### src/rtl/pong_pkg.sv
// Shared types and constants for the Pong ball engine.
//   coord_t       : 11-bit unsigned screen coordinate
//   EDGE_*        : index of each edge inside a 4-entry edge array
//   ball_state_t  : serve / play / game-over sequencing states
package pong_pkg;

   typedef logic [10:0] coord_t;

   localparam int EDGE_LEFT   = 0;
   localparam int EDGE_RIGHT  = 1;
   localparam int EDGE_TOP    = 2;
   localparam int EDGE_BOTTOM = 3;

   typedef enum logic [1:0] {
      SERVE = 2'd0,
      PLAY  = 2'd1,
      OVER  = 2'd2
   } ball_state_t;

endpackage

### src/rtl/pong_score_counter.sv
// One player's score.
//   clk_i     : system clock
//   rst_i     : synchronous active-high reset
//   inc_i     : add one point this cycle
//   count_o   : current score
//   pulse_o   : registered one-cycle pulse following an increment
//   reached_o : score equals ScoreMax
module pong_score_counter #(
   parameter int ScoreMax = 9
) (
   input  logic       clk_i,
   input  logic       rst_i,
   input  logic       inc_i,
   output logic [3:0] count_o,
   output logic       pulse_o,
   output logic       reached_o
);

   logic [3:0] count_q, count_d;
   logic       pulse_q;

   always_comb begin
      count_d = count_q;
      if (inc_i) count_d = count_q + 4'd1;
   end

   always_ff @(posedge clk_i) begin
      if (rst_i) begin
         count_q <= 4'd0;
         pulse_q <= 1'b0;
      end else begin
         count_q <= count_d;
         pulse_q <= inc_i;
      end
   end

   assign count_o   = count_q;
   assign pulse_o   = pulse_q;
   assign reached_o = (count_q == 4'(ScoreMax));

endmodule

### src/rtl/pong_ball.sv
// Pong ball engine: moves the ball one pixel per axis per PixelClock tick,
// bounces it off the top/bottom walls and both bars, detects misses, keeps
// both scores and sequences serve / play / game over.
//   Clock, Reset           : system clock, synchronous active-high reset
//   PixelClock             : movement enable (tick = high at a Clock edge)
//   xPos, yPos             : current raster position
//   leftBarEdges           : left bar  [left,right,top,bottom]
//   rightBarEdges          : right bar [left,right,top,bottom]
//   drawBall               : raster position inside ball (never in OVER)
//   ballEdges              : ball [left,right,top,bottom]
//   scoreLeft, scoreRight  : player scores
//   pointLeft, pointRight  : one-cycle pulse when that player scores
//   gameOver               : game finished, waiting for Reset
module pong_ball
   import pong_pkg::*;
#(
   parameter int bSize      = 10,
   parameter int sWidth     = 800,
   parameter int sHeight    = 600,
   parameter int ServeDelay = 120,
   parameter int ScoreMax   = 9
) (
   input  logic             Clock,
   input  logic             Reset,
   input  logic             PixelClock,
   input  logic [11:0]      xPos,
   input  logic [11:0]      yPos,
   input  coord_t [3:0]     leftBarEdges,
   input  coord_t [3:0]     rightBarEdges,
   output logic             drawBall,
   output coord_t [3:0]     ballEdges,
   output logic [3:0]       scoreLeft,
   output logic [3:0]       scoreRight,
   output logic             pointLeft,
   output logic             pointRight,
   output logic             gameOver
);

   localparam coord_t      X_C      = coord_t'((sWidth - bSize) / 2);
   localparam coord_t      Y_C      = coord_t'((sHeight - bSize) / 2);
   localparam coord_t      B_M1     = coord_t'(bSize - 1);
   localparam coord_t      X_MAX    = coord_t'(sWidth - 1);
   localparam coord_t      Y_MAX    = coord_t'(sHeight - 2);
   localparam int          CW       = (ServeDelay > 1) ? $clog2(ServeDelay) : 1;
   localparam logic [CW-1:0] CNT_LAST = CW'(ServeDelay - 1);
   localparam logic [3:0]  SC_LAST  = 4'(ScoreMax - 1);

   ball_state_t   state_q;
   coord_t        x_q, y_q, x_d, y_d;
   logic          right_q, down_q, right_d, down_d;
   logic [CW-1:0] cnt_q;

   coord_t b_left, b_right, b_top, b_bot, b_right_p1, lbar_p1;
   logic   ovl_l, ovl_r, hit_l, hit_r, wall, miss_l, miss_r;
   logic   play_tick, reached_l, reached_r;

   always_comb begin
      b_left     = x_q;
      b_right    = x_q + B_M1;
      b_top      = y_q;
      b_bot      = y_q + B_M1;
      b_right_p1 = b_right + coord_t'(1);
      lbar_p1    = leftBarEdges[EDGE_RIGHT] + coord_t'(1);

      ovl_l = (b_bot >= leftBarEdges[EDGE_TOP])  && (b_top <= leftBarEdges[EDGE_BOTTOM]);
      ovl_r = (b_bot >= rightBarEdges[EDGE_TOP]) && (b_top <= rightBarEdges[EDGE_BOTTOM]);
      hit_l = !right_q && (b_left == lbar_p1) && ovl_l;
      hit_r =  right_q && (b_right_p1 == rightBarEdges[EDGE_LEFT]) && ovl_r;
      wall  = (!down_q && (b_top <= coord_t'(1))) || (down_q && (b_bot >= Y_MAX));

      // miss_r: ball left the right side, so the left player scores
      miss_r =  right_q && (b_right >= X_MAX);
      miss_l = !right_q && (b_left == coord_t'(0));

      // A bounce holds the coordinate for this tick and only flips direction
      down_d  = wall ? !down_q : down_q;
      y_d     = wall ? y_q : (down_q ? y_q + coord_t'(1) : y_q - coord_t'(1));
      right_d = (hit_l || hit_r) ? !right_q : right_q;
      x_d     = (hit_l || hit_r) ? x_q : (right_q ? x_q + coord_t'(1) : x_q - coord_t'(1));
   end

   assign play_tick = PixelClock && (state_q == PLAY);

   always_ff @(posedge Clock) begin
      if (Reset) begin
         state_q <= SERVE;
         x_q     <= X_C;
         y_q     <= Y_C;
         right_q <= 1'b1;
         down_q  <= 1'b0;
         cnt_q   <= '0;
      end else if (PixelClock) begin
         case (state_q)
            SERVE: begin
               if (cnt_q == CNT_LAST) begin
                  state_q <= PLAY;
                  cnt_q   <= '0;
               end else begin
                  cnt_q <= cnt_q + CW'(1);
               end
            end
            PLAY: begin
               if (miss_r || miss_l) begin
                  x_q     <= X_C;
                  y_q     <= Y_C;
                  right_q <= miss_r;  // serve toward the player who conceded
                  cnt_q   <= '0;
                  if (miss_r ? (scoreLeft == SC_LAST) : (scoreRight == SC_LAST))
                     state_q <= OVER;
                  else
                     state_q <= SERVE;
               end else begin
                  x_q     <= x_d;
                  y_q     <= y_d;
                  right_q <= right_d;
                  down_q  <= down_d;
               end
            end
            OVER:    ;
            default: state_q <= SERVE;
         endcase
      end
   end

   pong_score_counter #(.ScoreMax(ScoreMax)) u_score_left (
      .clk_i     (Clock),
      .rst_i     (Reset),
      .inc_i     (play_tick && miss_r && !reached_l),
      .count_o   (scoreLeft),
      .pulse_o   (pointLeft),
      .reached_o (reached_l)
   );

   pong_score_counter #(.ScoreMax(ScoreMax)) u_score_right (
      .clk_i     (Clock),
      .rst_i     (Reset),
      .inc_i     (play_tick && miss_l && !reached_r),
      .count_o   (scoreRight),
      .pulse_o   (pointRight),
      .reached_o (reached_r)
   );

   assign ballEdges[EDGE_LEFT]   = b_left;
   assign ballEdges[EDGE_RIGHT]  = b_right;
   assign ballEdges[EDGE_TOP]    = b_top;
   assign ballEdges[EDGE_BOTTOM] = b_bot;

   assign gameOver = (state_q == OVER);
   assign drawBall = (state_q != OVER) &&
                     (xPos >= {1'b0, b_left}) && (xPos <= {1'b0, b_right}) &&
                     (yPos >= {1'b0, b_top})  && (yPos <= {1'b0, b_bot});

endmodule

### config.mk
export PLATFORM = sky130hd
export DESIGN_NAME = pong_ball
export DESIGN_NICKNAME = d
export VERILOG_FILES = /design/src/rtl/pong_pkg.sv /design/src/rtl/pong_score_counter.sv /design/src/rtl/pong_ball.sv
export SDC_FILE = /design/constraint.sdc
export NUM_CORES = 1
export LEC_CHECK = 0
export CORE_AREA = 3 3 146 148
export CTS_CLUSTER_DIAMETER = 50
export DETAILED_ROUTE_END_ITERATION = 7
export DIE_AREA = 0 0 149 151
export REMOVE_ABC_BUFFERS = 1
export SYNTH_ARGS = -nofsm -noshare
export SYNTH_HDL_FRONTEND = slang
export SYNTH_SLANG_ARGS = --single-unit
export TNS_END_PERCENT = 10
### constraint.sdc
create_clock -name Clock -period 5.14 [get_ports Clock]
set_clock_uncertainty 0.1 [all_clocks]
set_input_delay 1.028 -clock Clock [delete_from_list [all_inputs] [get_ports Clock]]
set_output_delay 1.028 -clock Clock [all_outputs]
set_load 0.005 [all_outputs]
# == Word-level counts from Yosys, hierarchy flattened ==
# Index checks and enable logic that the tools add are counted.
# word_totals
word_cells,100
ff_bits,43
inputBits,115
output_inout_bits,56
# op_classes
eq_ne,14
bitwise,2
muxes,16
magnitude_cmp,11
n_reduce_logical,36
addsub,11
# ops
cell,count
$mux W11,6
$add A11 B1 Y11 const B,4
$ge A12 B11 Y1,2
$le A12 B11 Y1,2
$add A11 B4 Y11 const B,2
$eq A11 B11 Y1,2
$ge A11 B10 Y1 const B,2
$ge A11 B11 Y1,2
$le A11 B11 Y1,2
$sub A11 B1 Y11 const B,2
$logic_and A1 B1 Y1,19
$eq A4 B4 Y1 const B,4
$mux W7,2
$pmux W7 S2,1
$reduce_and A3 Y1,4
$le A11 B1 Y1 const B,1
$logic_not A11 Y1,1
$add A4 B1 Y4 const B,2
$reduce_and A4 Y1,2
$add A7 B1 Y7 const B,1
$eq A7 B7 Y1 const B,1
$mux W2,3
$ne A2 B1 Y1 const B,3
$pmux W2 S3,1
other kinds (9),19

# == Longest topological paths before layout ==
# logic_depth
ltp_word,8
mapped_depth,16
mapped_depth_nobuf,14

# == By module ==
# Synthesis repeated with hierarchy kept, for this count alone.
# hier_totals
cells_unflattened,778
hier_area_um2,6070.8
# by_module_without_submodules
mod,cells_per_inst,seq_area_each_um2,n_inst,area_per_inst_um2
pong_ball,734,660.6,1,5575.3
pong_score_counter,22,100.1,2,247.7

# == Least setup slack after synthesis ==
# OpenSTA, ideal clock, no wires.
# synth_path
path_kind,reg2out
startpoint,"register y_q[0], in the netlist b_top[0]"
endpoint,output port drawBall
t_required_ns,4.012
arrival_ns,2.762
path_slack_ns,1.250
stages_incl_launch_ff,15
path_buffers,1
cell_sequence,dfxtp_1 -> clkbuf_1 -> inv_1 -> ha_1 -> inv_1 -> ha_1 -> nor2b_1 -> o21ai_0 -> nand2b_1 -> a21oi_1 -> o21ai_0 -> nor2b_1 -> a2111oi_0 -> o21ai_0 -> nor4_1
# synth_rtl
item,line,rtl
start: declaration,pong_ball.sv:49,"coord_t x_q, y_q, x_d, y_d;"
start signal: assignment,pong_ball.sv:114,y_q <= y_d;
end: declaration,pong_ball.sv:30,"output logic drawBall,"

# == Worst setup path in the final report ==
# layout_path
startpoint,input port xPos[0]
endpoint,output port drawBall
# layout_via
elab_chain_len,5
word_cells_on_any_way,6
classes_between,order compare (2); reduce/logical (4)
# layout_rtl
item,line,rtl
start: declaration,pong_ball.sv:26,"input logic [11:0] xPos,"
$ge A12 B11 Y1,pong_ball.sv:150,"(xPos >= {1'b0, b_left}) && (xPos <= {1'b0, b_right}) &&"
$logic_and A1 B1 Y1,pong_ball.sv:149,assign drawBall = (state_q != OVER) &&
$logic_and A1 B1 Y1 * (2 in series),pong_ball.sv:150,
$logic_and A1 B1 Y1 *,pong_ball.sv:151,"(yPos >= {1'b0, b_top}) && (yPos <= {1'b0, b_bot});"
# Every way passes the cells marked *; elsewhere a longest branch is shown, timed or not.

==> reports/results.ini <==
[setup_path]
end_kind = primary output
required_ns = 4.01
cp.arrival_ns = 3.83
crit_fanout = 2
critical-path-slowest-cell = clkdlybuf4s50_1
criticalPathCategory = input port to primary output
reg2reg_from = b_top[1]
cp_common_cell = o21a_1
r2r_setup_slack_ns = 0.84
startpoint_type = input port
slowest_delay_ns = 0.48
cpLargestDelayFamily = compound AO/OA/AOI/OAI gates
critPathBufInv = 3
rr_endpoint = b_left[10]
crit_chain = clkdlybuf4s50_1, inv_1, ha_1, a21boi_0, o21a_1, o21a_1, o21a_1, o21a_1, o21ai_0, a21oi_1, a2111oi_1, nor4_1, clkdlybuf4s50_1
r2r_cells = 16

[hold_path]
min_from = cnt_q[6]
holdCritPathClass = flip-flop to flip-flop
hold-path-endpoint = cnt_q[6]
hold_depth = 2

[timing]
hold_viol_final = 0
period_needed_ns = 4.957
worst_slew_pin_slew_ns = 0.9386
timing.fmax_ghz = 0.2017
timing.hold.ws_ns = 0.3974
slew-limit-headroom_pct = 37.23
drv_slew = 0
rsz0062_at_grt = false
min_period_over_period_pct = 96.44
fin_tns_setup_ns = 0
setup_violations = 0

[power]
power_switching_share_pct = 26.18
power_density_nw_per_um2 = 105.9
switchingPower_mw = 0.2225
pwr-share-seq_pct = 39.5
p_leak_nw = 3.386
internal_power_mw = 0.6273
pwr-share-clk_pct = 37.4
peakVddDrop_mv = 0.09962
comb_power_share_pct = 23.1

[cts]
cts_tree = yes
clkLatencyLatePin_ns = 0.29
cts_made_buffers = 5
cts_sinks = 43
clock_path_buffers = 2
clk_pin_slew_ns = 0.06
root_buffer = clkbuf_16
htree_levels = 2

[routing]
wl_per_cell_um = 15.98
vias = 6164
firstDrtPassIters = 5
drtAntennaViolNets = 0
drtIter0Drc = 471
vias_per_cell = 5.107
drc_errors = 0
routed_wl_um = 19280

[floorplan]
pin_count = 171
coreArea_um2 = 20170
fp.dieW_um = 149
dieArea_um2 = 22500
core.rowCount = 52
start_util_pct = 29.73
dieHeight_um = 151

[global_routing]
antenna_found_initial = 0
grtUsageTotal_pct = 16.44
grt.overflow.total = 0
grt_max_degree = 24
grt_pass1_vias = 5699
grt_first_pass_wirelength_um = 30080

[synth]
yosys_warnings = 0
ys_seq_area_share_pct = 14.36
syn-cell-area_um2 = 5996
synth_cells = 787
synth-edff-count = 0
synth_area_leaders = ha_1 (22%), dfxtp_1 (14%), xnor2_1 (8.2%)
yosys.area.top_type = ha_1
ys_ff_latch = 43
synth_most_common_cell = ha_1
synth_cell_types = 70
synthTopCellsByCount = ha_1 (107), inv_1 (90), nor2_1 (56), xnor2_1 (56), a21oi_1 (54)
syn_area_per_cell_um2 = 7.618
synth_top_area_share_pct = 22.33
synthFlopType = dfxtp_1
async_flop_share_pct = 0

[cells_and_area]
drive_gt1_share_pct = 5.977
fillers = 2097
syn2layout_area_growth_pct = 33.79
fin_cells = 1207
n_antenna_cell = 0
layout.nets = 1159

[place]
hpwl_um = 15770
gp_congestion = 0.9390
dp.cells = 1199
io_buffers = 148

[status]
outcome = completed

[run]
cap_viol_max_count = 0

metal layers:
| layer | GRT usage [%] | part of all wire (%) | wire length [µm] |
|---|---|---|---|
| met1 | 22.91 | 47 | 8981 |
| met2 | 26.21 | 46 | 8811 |
| met3 | 2.454 | 5.2 | 1000 |
| met4 | 5.126 | 2.5 | 488 |
| met5 | 0 | 0 | 0 |
worst register-to-register path, delay by kind of cell, from the launching register on:
| family | cells | cell delay (ns) |
|---|---|---|
| buffers and inverters | 3 | 0.42 |
| flip-flops | 1 | 0.32 |
| AND/OR/NAND/NOR | 3 | 0.72 |
| AO/OA/AOI/OAI | 7 | 1.76 |
| XOR/XNOR | 1 | 0.24 |
| adder cells (fa/ha/maj) | 2 | 0.64 |
logic make-up (layout without fill, tap and decap cells):
logic type               Yosys count  count (layout)  share of synthesized area [%]
AND/OR/NAND/NOR                  250             250                          22.31
AO/OA/AOI/OAI                    189             189                          21.45
adder cells (fa/ha/maj)          109             109                          22.83
flip-flops                        43              43                          14.36
XOR/XNOR                          73              73                          11.02
buffers and inverters            123             273                          8.034
how the worst max path moves through the flow:
stage / to / start / cells past startpoint
4_1_cts: drawBall / xPos[0] / 13
2_1_floorplan: drawBall / b_top[0] / 13
3_5_place_dp: drawBall / xPos[0] / 13
6_report: drawBall / xPos[0] / 13
3_3_place_gp: drawBall / xPos[0] / 13
5_1_grt: drawBall / xPos[0] / 13
metrics by stage:
step | instance area, µm² | setup slack, ns | power, mW | util (%)
detailed placement | 7866 | 0.1214 | 0.5399 | 39.00
floorplan | 5859 | 1.193 | 0.4302 | -
global placement | 7866 | 0.07685 | 0.5373 | 39.00
finish | 8021 | 0.1832 | 0.8498 | 39.77
CTS | 8008 | 0.08515 | 0.8581 | 39.70
global route | 8021 | 0.001001 | 0.8931 | 39.77
state kept, by name, summed over array words and instances (netlist names):
name and cells:
u_score_right.count_o 4, cnt_q 7, b_top 11, u_score_left.pulse_o 1, b_left 11, down_q 1, state_q 2, right_q 1
u_score_left.count_o 4, u_score_right.pulse_o 1
area by class of cell:
cell class,count,area (µm²),area share (%)
Clock buffer,6,128.9,1.607
Clock inverter,2,12.51,0.1560
Inverter,92,345.3,4.305
Multi-Input combinational cell,621,4666,58.17
Sequential cell,43,862.1,10.75
Tap cell,270,337.8,4.212
Timing Repair Buffer,173,1669,20.81
power groups by stage:
stage               registers, mW  logic [mW]  clock network, mW
floorplan                   0.343      0.0873                  0
global placement            0.343       0.194                  0
detailed placement          0.343       0.197                  0
CTS                         0.336       0.198              0.324
global route                0.336       0.220              0.338
finish                      0.336       0.196              0.318
cell usage in the layout (no fill, tap or decap), types with 7 or more instances in the layout:
cell             synthesis  final
clkdlybuf4s50_1          0    148
ha_1                   107    107
inv_1                   90     90
nor2_1                  56     56
xnor2_1                 56     55
a21oi_1                 54     53
nand2_1                 43     43
dfxtp_1                 43     42
nand4_1                 32     32
o21ai_0                 32     32
buf_4                    2     25
nand3_1                 19     19
nor3_1                  18     18
xor2_1                  15     15
nor2b_1                 13     13
a21o_1                  13     13
nor4_1                  12     12
nand2b_1                12     12
or3_1                    8      8
and3_1                   8      8
a211oi_1                 8      8
a31oi_1                  7      7
o21a_1                   7      7
o211ai_1                 7      7
o32ai_1                  7      7
repair_timing:
action                                  in CTS  in global routing
hold buffers                                 0                  0
setup buffers                                0                  0
resized for setup                            0                  4
endpoints found under the setup margin       0                  1
Power figures use the tool's default switching activity.
